`src/rtl/uart_loader_pkg.sv`:
```
// Shared types and constants for the UART ifmap loader.
// Build option: define RX_PARITY_EN for 8E1 framing (default 8N1).
package uart_loader_pkg;

    localparam int IFMAP_SIZE_DEF = 784;
    localparam int UART_DATA_BITS = 8;

    typedef enum logic [2:0] {
        RX_IDLE,
        RX_START,
        RX_DATA,
        RX_PARITY,
        RX_STOP
    } rx_state_e;

endpackage

```
`src/rtl/uart_rx_core.sv`:
```
// UART receiver: RX synchronizer, bit-timing FSM and shift register.
// Build option: RX_PARITY_EN inserts an even-parity bit check before STOP.
module uart_rx_core
    import uart_loader_pkg::*;
#(
    parameter int CLKS_PER_BIT = 1085,
    parameter int SYNC_STAGES  = 2
) (
    input  logic       clock,
    input  logic       reset,
    input  logic       rx_pin_in,
    output logic       byte_valid,
    output logic [7:0] byte_data,
    output logic       frame_error
);

    localparam int CNT_W = $clog2(CLKS_PER_BIT);
    localparam int BIT_W = $clog2(UART_DATA_BITS);
    localparam logic [CNT_W-1:0] FULL_LAST = CNT_W'(CLKS_PER_BIT - 1);
    localparam logic [CNT_W-1:0] HALF_LAST = CNT_W'(CLKS_PER_BIT / 2 - 1);
    localparam logic [BIT_W-1:0] LAST_BIT  = BIT_W'(UART_DATA_BITS - 1);

    rx_state_e              state_q, state_d;
    logic [SYNC_STAGES-1:0] sync_q, sync_d;
    logic [CNT_W-1:0]       clk_cnt_q, clk_cnt_d;
    logic [BIT_W-1:0]       bit_cnt_q, bit_cnt_d;
    logic [7:0]             shift_q, shift_d;
    logic                   par_err_q, par_err_d;
    logic                   rx_s;
    logic                   bit_tick;

    assign rx_s      = sync_q[SYNC_STAGES-1];
    assign bit_tick  = (clk_cnt_q == FULL_LAST);
    assign byte_data = shift_q;

    always_comb begin
        // NOTE: every combinational output gets a default first so no path infers a latch.
        state_d     = state_q;
        sync_d      = {sync_q[SYNC_STAGES-2:0], rx_pin_in};
        clk_cnt_d   = clk_cnt_q;
        bit_cnt_d   = bit_cnt_q;
        shift_d     = shift_q;
        par_err_d   = par_err_q;
        byte_valid  = 1'b0;
        frame_error = 1'b0;

        case (state_q)
            RX_IDLE: begin
                clk_cnt_d = '0;
                bit_cnt_d = '0;
                par_err_d = 1'b0;
                if (!rx_s) state_d = RX_START;
            end
            RX_START: begin
                if (clk_cnt_q == HALF_LAST) begin
                    clk_cnt_d = '0;
                    state_d   = rx_s ? RX_IDLE : RX_DATA;
                end else begin
                    clk_cnt_d = clk_cnt_q + 1'b1;
                end
            end
            RX_DATA: begin
                if (bit_tick) begin
                    clk_cnt_d          = '0;
                    shift_d[bit_cnt_q] = rx_s;
                    if (bit_cnt_q == LAST_BIT) begin
`ifdef RX_PARITY_EN
                        state_d = RX_PARITY;
`else
                        state_d = RX_STOP;
`endif
                    end else begin
                        bit_cnt_d = bit_cnt_q + 1'b1;
                    end
                end else begin
                    clk_cnt_d = clk_cnt_q + 1'b1;
                end
            end
`ifdef RX_PARITY_EN
            RX_PARITY: begin
                if (bit_tick) begin
                    clk_cnt_d = '0;
                    par_err_d = (rx_s != ^shift_q);
                    state_d   = RX_STOP;
                end else begin
                    clk_cnt_d = clk_cnt_q + 1'b1;
                end
            end
`endif
            RX_STOP: begin
                // Return to IDLE on the sample itself so a back-to-back start bit is not missed.
                if (bit_tick) begin
                    state_d     = RX_IDLE;
                    byte_valid  = rx_s & ~par_err_q;
                    frame_error = ~rx_s | par_err_q;
                end else begin
                    clk_cnt_d = clk_cnt_q + 1'b1;
                end
            end
            default: state_d = RX_IDLE;
        endcase
    end

    // Synchronizer resets to the idle-high line level so reset release never looks like a start bit.
    always_ff @(posedge clock or negedge reset) begin
        if (!reset) begin
            state_q   <= RX_IDLE;
            sync_q    <= '1;
            clk_cnt_q <= '0;
            bit_cnt_q <= '0;
            shift_q   <= '0;
            par_err_q <= 1'b0;
        end else begin
            // NOTE: sequential state uses non-blocking assignments so all flops update from pre-edge values.
            state_q   <= state_d;
            sync_q    <= sync_d;
            clk_cnt_q <= clk_cnt_d;
            bit_cnt_q <= bit_cnt_d;
            shift_q   <= shift_d;
            par_err_q <= par_err_d;
        end
    end

endmodule

```
`src/rtl/uart_ifmap_loader.sv`:
```
// Packs received UART bytes into the ifmap buffer and handshakes full frames.
// Build option: RX_PARITY_EN selects 8E1 framing in the receiver.
module uart_ifmap_loader
    import uart_loader_pkg::*;
#(
    parameter int CLKS_PER_BIT = 1085,
    parameter int IFMAP_SIZE   = IFMAP_SIZE_DEF,
    parameter int ADDR_W       = 10,
    parameter int SYNC_STAGES  = 2
) (
    input  logic              clock,
    input  logic              reset,
    input  logic              rx_pin_in,
    output logic              wr_en,
    output logic [ADDR_W-1:0] wr_addr,
    output logic [7:0]        wr_data,
    output logic              frame_valid,
    input  logic              frame_ack,
    output logic              frame_err
);

    localparam logic [ADDR_W-1:0] LAST_ADDR = ADDR_W'(IFMAP_SIZE - 1);

    logic              byte_valid;
    logic [7:0]        byte_data;
    logic              frame_error;

    logic              wr_en_q, wr_en_d;
    logic [ADDR_W-1:0] wr_addr_q, wr_addr_d;
    logic [7:0]        wr_data_q, wr_data_d;
    logic [ADDR_W-1:0] count_q, count_d;
    logic              frame_valid_q, frame_valid_d;
    logic              frame_err_q, frame_err_d;

    uart_rx_core #(
        .CLKS_PER_BIT (CLKS_PER_BIT),
        .SYNC_STAGES  (SYNC_STAGES)
    ) u_rx (
        .clock       (clock),
        .reset       (reset),
        .rx_pin_in   (rx_pin_in),
        .byte_valid  (byte_valid),
        .byte_data   (byte_data),
        .frame_error (frame_error)
    );

    always_comb begin
        wr_en_d       = 1'b0;
        wr_addr_d     = wr_addr_q;
        wr_data_d     = wr_data_q;
        count_d       = count_q;
        frame_valid_d = frame_valid_q;
        frame_err_d   = frame_err_q;

        if (byte_valid) begin
            if (frame_valid_q) begin
                frame_err_d = 1'b1;
            end else begin
                wr_en_d   = 1'b1;
                wr_addr_d = count_q;
                wr_data_d = byte_data;
                count_d   = (count_q == LAST_ADDR) ? '0 : count_q + 1'b1;
            end
        end

        if (frame_error) frame_err_d = 1'b1;

        if (wr_en_q && wr_addr_q == LAST_ADDR) frame_valid_d = 1'b1;

        // Ack is evaluated last so it overrides any same-cycle overrun flag.
        if (frame_ack && frame_valid_q) begin
            frame_valid_d = 1'b0;
            frame_err_d   = 1'b0;
        end
    end

    always_ff @(posedge clock or negedge reset) begin
        if (!reset) begin
            wr_en_q       <= 1'b0;
            wr_addr_q     <= '0;
            wr_data_q     <= '0;
            count_q       <= '0;
            frame_valid_q <= 1'b0;
            frame_err_q   <= 1'b0;
        end else begin
            wr_en_q       <= wr_en_d;
            wr_addr_q     <= wr_addr_d;
            wr_data_q     <= wr_data_d;
            count_q       <= count_d;
            frame_valid_q <= frame_valid_d;
            frame_err_q   <= frame_err_d;
        end
    end

    assign wr_en       = wr_en_q;
    assign wr_addr     = wr_addr_q;
    assign wr_data     = wr_data_q;
    assign frame_valid = frame_valid_q;
    assign frame_err   = frame_err_q;

endmodule

```
`config.mk`:
```
export PLATFORM = sky130hd
export DESIGN_NAME = uart_ifmap_loader
export DESIGN_NICKNAME = d
export VERILOG_FILES = /design/src/rtl/uart_loader_pkg.sv /design/src/rtl/uart_rx_core.sv /design/src/rtl/uart_ifmap_loader.sv
export SDC_FILE = /design/constraint.sdc
export NUM_CORES = 1
export LEC_CHECK = 0
export CAP_MARGIN = 15
export CORE_UTILIZATION = 30
export CTS_CLUSTER_SIZE = 30
export DETAILED_ROUTE_END_ITERATION = 12
export HOLD_SLACK_MARGIN = 0.06
export PLACE_DENSITY_LB_ADDON = 0.08
export SLEW_MARGIN = 25
export SYNTH_ARGS = -nofsm -noshare
export SYNTH_HDL_FRONTEND = slang
export SYNTH_SLANG_ARGS = --single-unit
export TNS_END_PERCENT = 30
```
`constraint.sdc`:
```
create_clock -name clock -period 3.75 [get_ports clock]
set_clock_uncertainty 0.1 [all_clocks]
set_input_delay 0.75 -clock clock [delete_from_list [all_inputs] [get_ports clock]]
set_output_delay 0.75 -clock clock [all_outputs]
set_load 0.01 [all_outputs]
```
==> impl_metrics.env <==
export IMPL_report_final_setup_viol=0
export IMPL_io_pins=25
export IMPL_post_dp_cell_area_um2=3234
export IMPL_track_usage_pct=14.30
export IMPL_holdWs_ns=0.2424
export IMPL_clk_pin_slew_ns=0.07
export IMPL_ir_drop_mv=0.1888
export IMPL_drt_pass1_iter_count=4
export IMPL_dieArea_um2=9937
export IMPL_synth_flop_cell="dfrtp_1"
export IMPL_crit_path_top_delay_cell="or3_4"
export IMPL_pwr_share_clk_pct=49.3
export IMPL_cap_violations=0
export IMPL_fin_crit_sh_pct=67.12
export IMPL_async_flop_share_pct=100.0
export IMPL_clockBufferDepth=2
export IMPL_wire_per_inst_um=15.07
export IMPL_path_class="flop to flop"
export IMPL_final_hold_viol_count=0
export IMPL_routed_wl_mm=6.237
export IMPL_final_cell_area_um2=3458
export IMPL_cp_end_kind="flop"
export IMPL_synthTopCellsByCount="56 x dfrtp_1, 27 x mux2_2, 13 x a21oi_1, 12 x nand3_1, 10 x nor3_1"
export IMPL_synth_seq_cells=58
export IMPL_drtIter0Drc=74
export IMPL_relSlewSlack_pct=53.52
export IMPL_pwr_share_comb_pct=1.6
export IMPL_rrSetupSlack_ns=1.23
export IMPL_power_switching_mw=0.2807
export IMPL_finalSetupTns_ns=0
export IMPL_required_ns=3.86
export IMPL_avgSynthCellArea_um2=11.36
export IMPL_syn_nets=262
export IMPL_rows=35
export IMPL_overflow=0
export IMPL_fin_nets=290
export IMPL_grt_pass1_vias=2056
export IMPL_die_y_um=99.69
export IMPL_clock_latency_ns=0.34
export IMPL_ant_nets=0
export IMPL_internal_power_mw=1.006
export IMPL_cp_arrival_ns=2.63
export IMPL_numClockSinks=58
export IMPL_io_buffer_count=24
export IMPL_p_leak_nw=1.424
export IMPL_ctsResizeCount=0
export IMPL_critPathBufInv=1
export IMPL_fmax_mhz=397.3
export IMPL_netlist_area_um2=2863
export IMPL_area_delta_synth_final_pct=20.80
export IMPL_htreeDepth=3
export IMPL_n_antenna_cell=0
export IMPL_yosysTopAreaCell="dfrtp_1"
export IMPL_critPathTopFamily="simple AND/OR/NAND/NOR gates"
export IMPL_slew_viol_final=0
export IMPL_min_path_type="input pin to asynchronous set/reset pin"
export IMPL_ys_types=53
export IMPL_rsz0062_at_grt="false"
export IMPL_ys_seq_area_share_pct=50.79
export IMPL_cts_tree="yes"
export IMPL_synth_edf_count=0
export IMPL_worst_pin_slew_ns=0.6972
export IMPL_synth_most_common_cell="dfrtp_1"
export IMPL_initial_utilization_pct=30.98
export IMPL_netlist_area_leader_share_pct=48.95
export IMPL_path_max_fanout=21
export IMPL_antenna_found_initial=0
export IMPL_hpwl_mm=4.278
export IMPL_die_w_um=99.69
export IMPL_route_detailed_drc=0
export IMPL_p_seq_share_pct=49.1
export IMPL_clock_root_buffer="clkbuf_8"
export IMPL_worst_setup_path_start_kind="flop"
export IMPL_synth_area_leaders="dfrtp_1 49%, mux2_2 11%, ha_1 2.6%"
export IMPL_grt_first_pass_wirelength_mm=10.91
export IMPL_routabilityCongestion=0.7485
export IMPL_vias=2124
export IMPL_outcome="finished clean"
export IMPL_switching_share_pct=21.81
export IMPL_crit_chain="nand4_1 > or3_4 > nor3_2 > buf_4 > mux2_2"
export IMPL_postCtsSetupRepairBufs=0
export IMPL_holdBufCountCts=0
export IMPL_fin_crit_ns=2.517
export IMPL_p_per_area_nw_per_um2=372.1
export IMPL_syn_inst=252
export IMPL_grt_start_max_net_pins=41
export IMPL_numCtsBuffers=9
export IMPL_viasPerCell=5.130
export IMPL_core_region_area_um2=9240
export IMPL_cpPeakStageDelay_ns=0.61
export IMPL_drive_gt1_share_pct=20.70
export IMPL_yosys_warnings=0
## sequential cells by signal, summed over array words and instances (netlist names)
| register | count |
|---|---|
| u_rx.state_q | 3 |
| wr_addr | 10 |
| frame_err | 1 |
| wr_en | 1 |
| u_rx.clk_cnt_q | 11 |
| wr_data | 8 |
| u_rx.bit_cnt_q | 3 |
| u_rx.byte_data | 8 |
| u_rx.sync_q | 2 |
| frame_valid | 1 |
| count_q | 10 |
## logic make-up after synthesis
| family | after synthesis | share of synthesized area (%) |
|---|---|---|
| adders and majority gates | 7 | 2.972 |
| AOI/OAI and AO/OA | 44 | 10.05 |
| DFF | 58 | 50.79 |
| and+or+nand+nor | 91 | 20.45 |
| xor gates and xnor gates | 6 | 1.836 |
| muxes | 29 | 11.32 |
| buffers and inverters | 17 | 2.579 |
## cell usage in the layout, fill, tap and decap left out, types with 3 or more instances in the layout
cell / synthesis / final
inv_1: 7 / 7
a21oi_1: 13 / 13
nand4b_1: 8 / 8
xnor2_1: 3 / 3
nand4_1: 7 / 7
clkdlybuf4s50_1: 0 / 23
or3_1: 3 / 3
nor4_1: 4 / 3
a31oi_1: 3 / 3
nor3_1: 10 / 10
nor2b_1: 3 / 3
o21ai_0: 9 / 9
dfrtp_1: 56 / 56
mux2_2: 27 / 27
buf_4: 0 / 3
nand2_1: 9 / 9
o31ai_1: 4 / 4
ha_1: 6 / 6
nor2_1: 8 / 8
nand3b_1: 3 / 3
nand3_1: 12 / 12
and3_1: 4 / 4
or4_1: 4 / 4
xor2_1: 3 / 3
clkbuf_8: 0 / 9
## per-layer routing
metal,wire length (um),up-vias,track usage [%]
li1,-,1013,-
met1,3088,1071,19.96
met2,2881,30,21.06
met3,160,10,3.443
met4,107,0,6.109
met5,0,-,0
## layout make-up
type	count	area, um^2
Fill cell	918	5782
Sequential cell	58	1454
Multi-Input combinational cell	177	1341
Timing Repair Buffer	27	257.7
Tap cell	129	161.4
Clock buffer	9	123.9
Clock inverter	7	93.84
Inverter	7	26.28
## power groups by stage
stage          combinational, mW  sequential (mW)  clock [mW]
4_1_cts                   0.0220            0.631       0.658
6_report                  0.0206            0.631       0.635
5_1_grt                   0.0242            0.631       0.691
3_5_place_dp              0.0220            0.643           0
2_1_floorplan            0.00345            0.641           0
3_3_place_gp              0.0219            0.644           0
## worst register-to-register path, cell delays in order, from the launching register on
cell,delay (ns)
dfrtp_1,0.46
nand4_1,0.33
or3_4,0.61
nor3_2,0.20
buf_4,0.31
mux2_2,0.39
## stage by stage
stage	total power [mW]	util, %	worst slack (ns)	cells
after floorplan	0.6449	-	1.519	252
after global placement	0.6654	35.00	1.270	398
after detailed placement	0.6655	35.00	1.249	398
after CTS	1.311	37.36	1.228	414
after global routing	1.346	37.43	1.066	414
final	1.287	37.43	1.233	414
## path summary, 6_finish.rpt
path / startpoint / endpoint / cells after the start
max: u_rx.clk_cnt_q[2] / wr_data[6] / 5
min: reset / u_rx.clk_cnt_q[8] / 1
max reg2reg: u_rx.clk_cnt_q[2] / wr_data[6] / 5
min reg2reg: u_rx.sync_q[0] / u_rx.sync_q[1] / 0
max in group asynchronous: reset / u_rx.state_q[0] / 2
min in group clock: u_rx.sync_q[0] / u_rx.sync_q[1] / 0
Note: power is estimated with default switching activity, not from simulation.
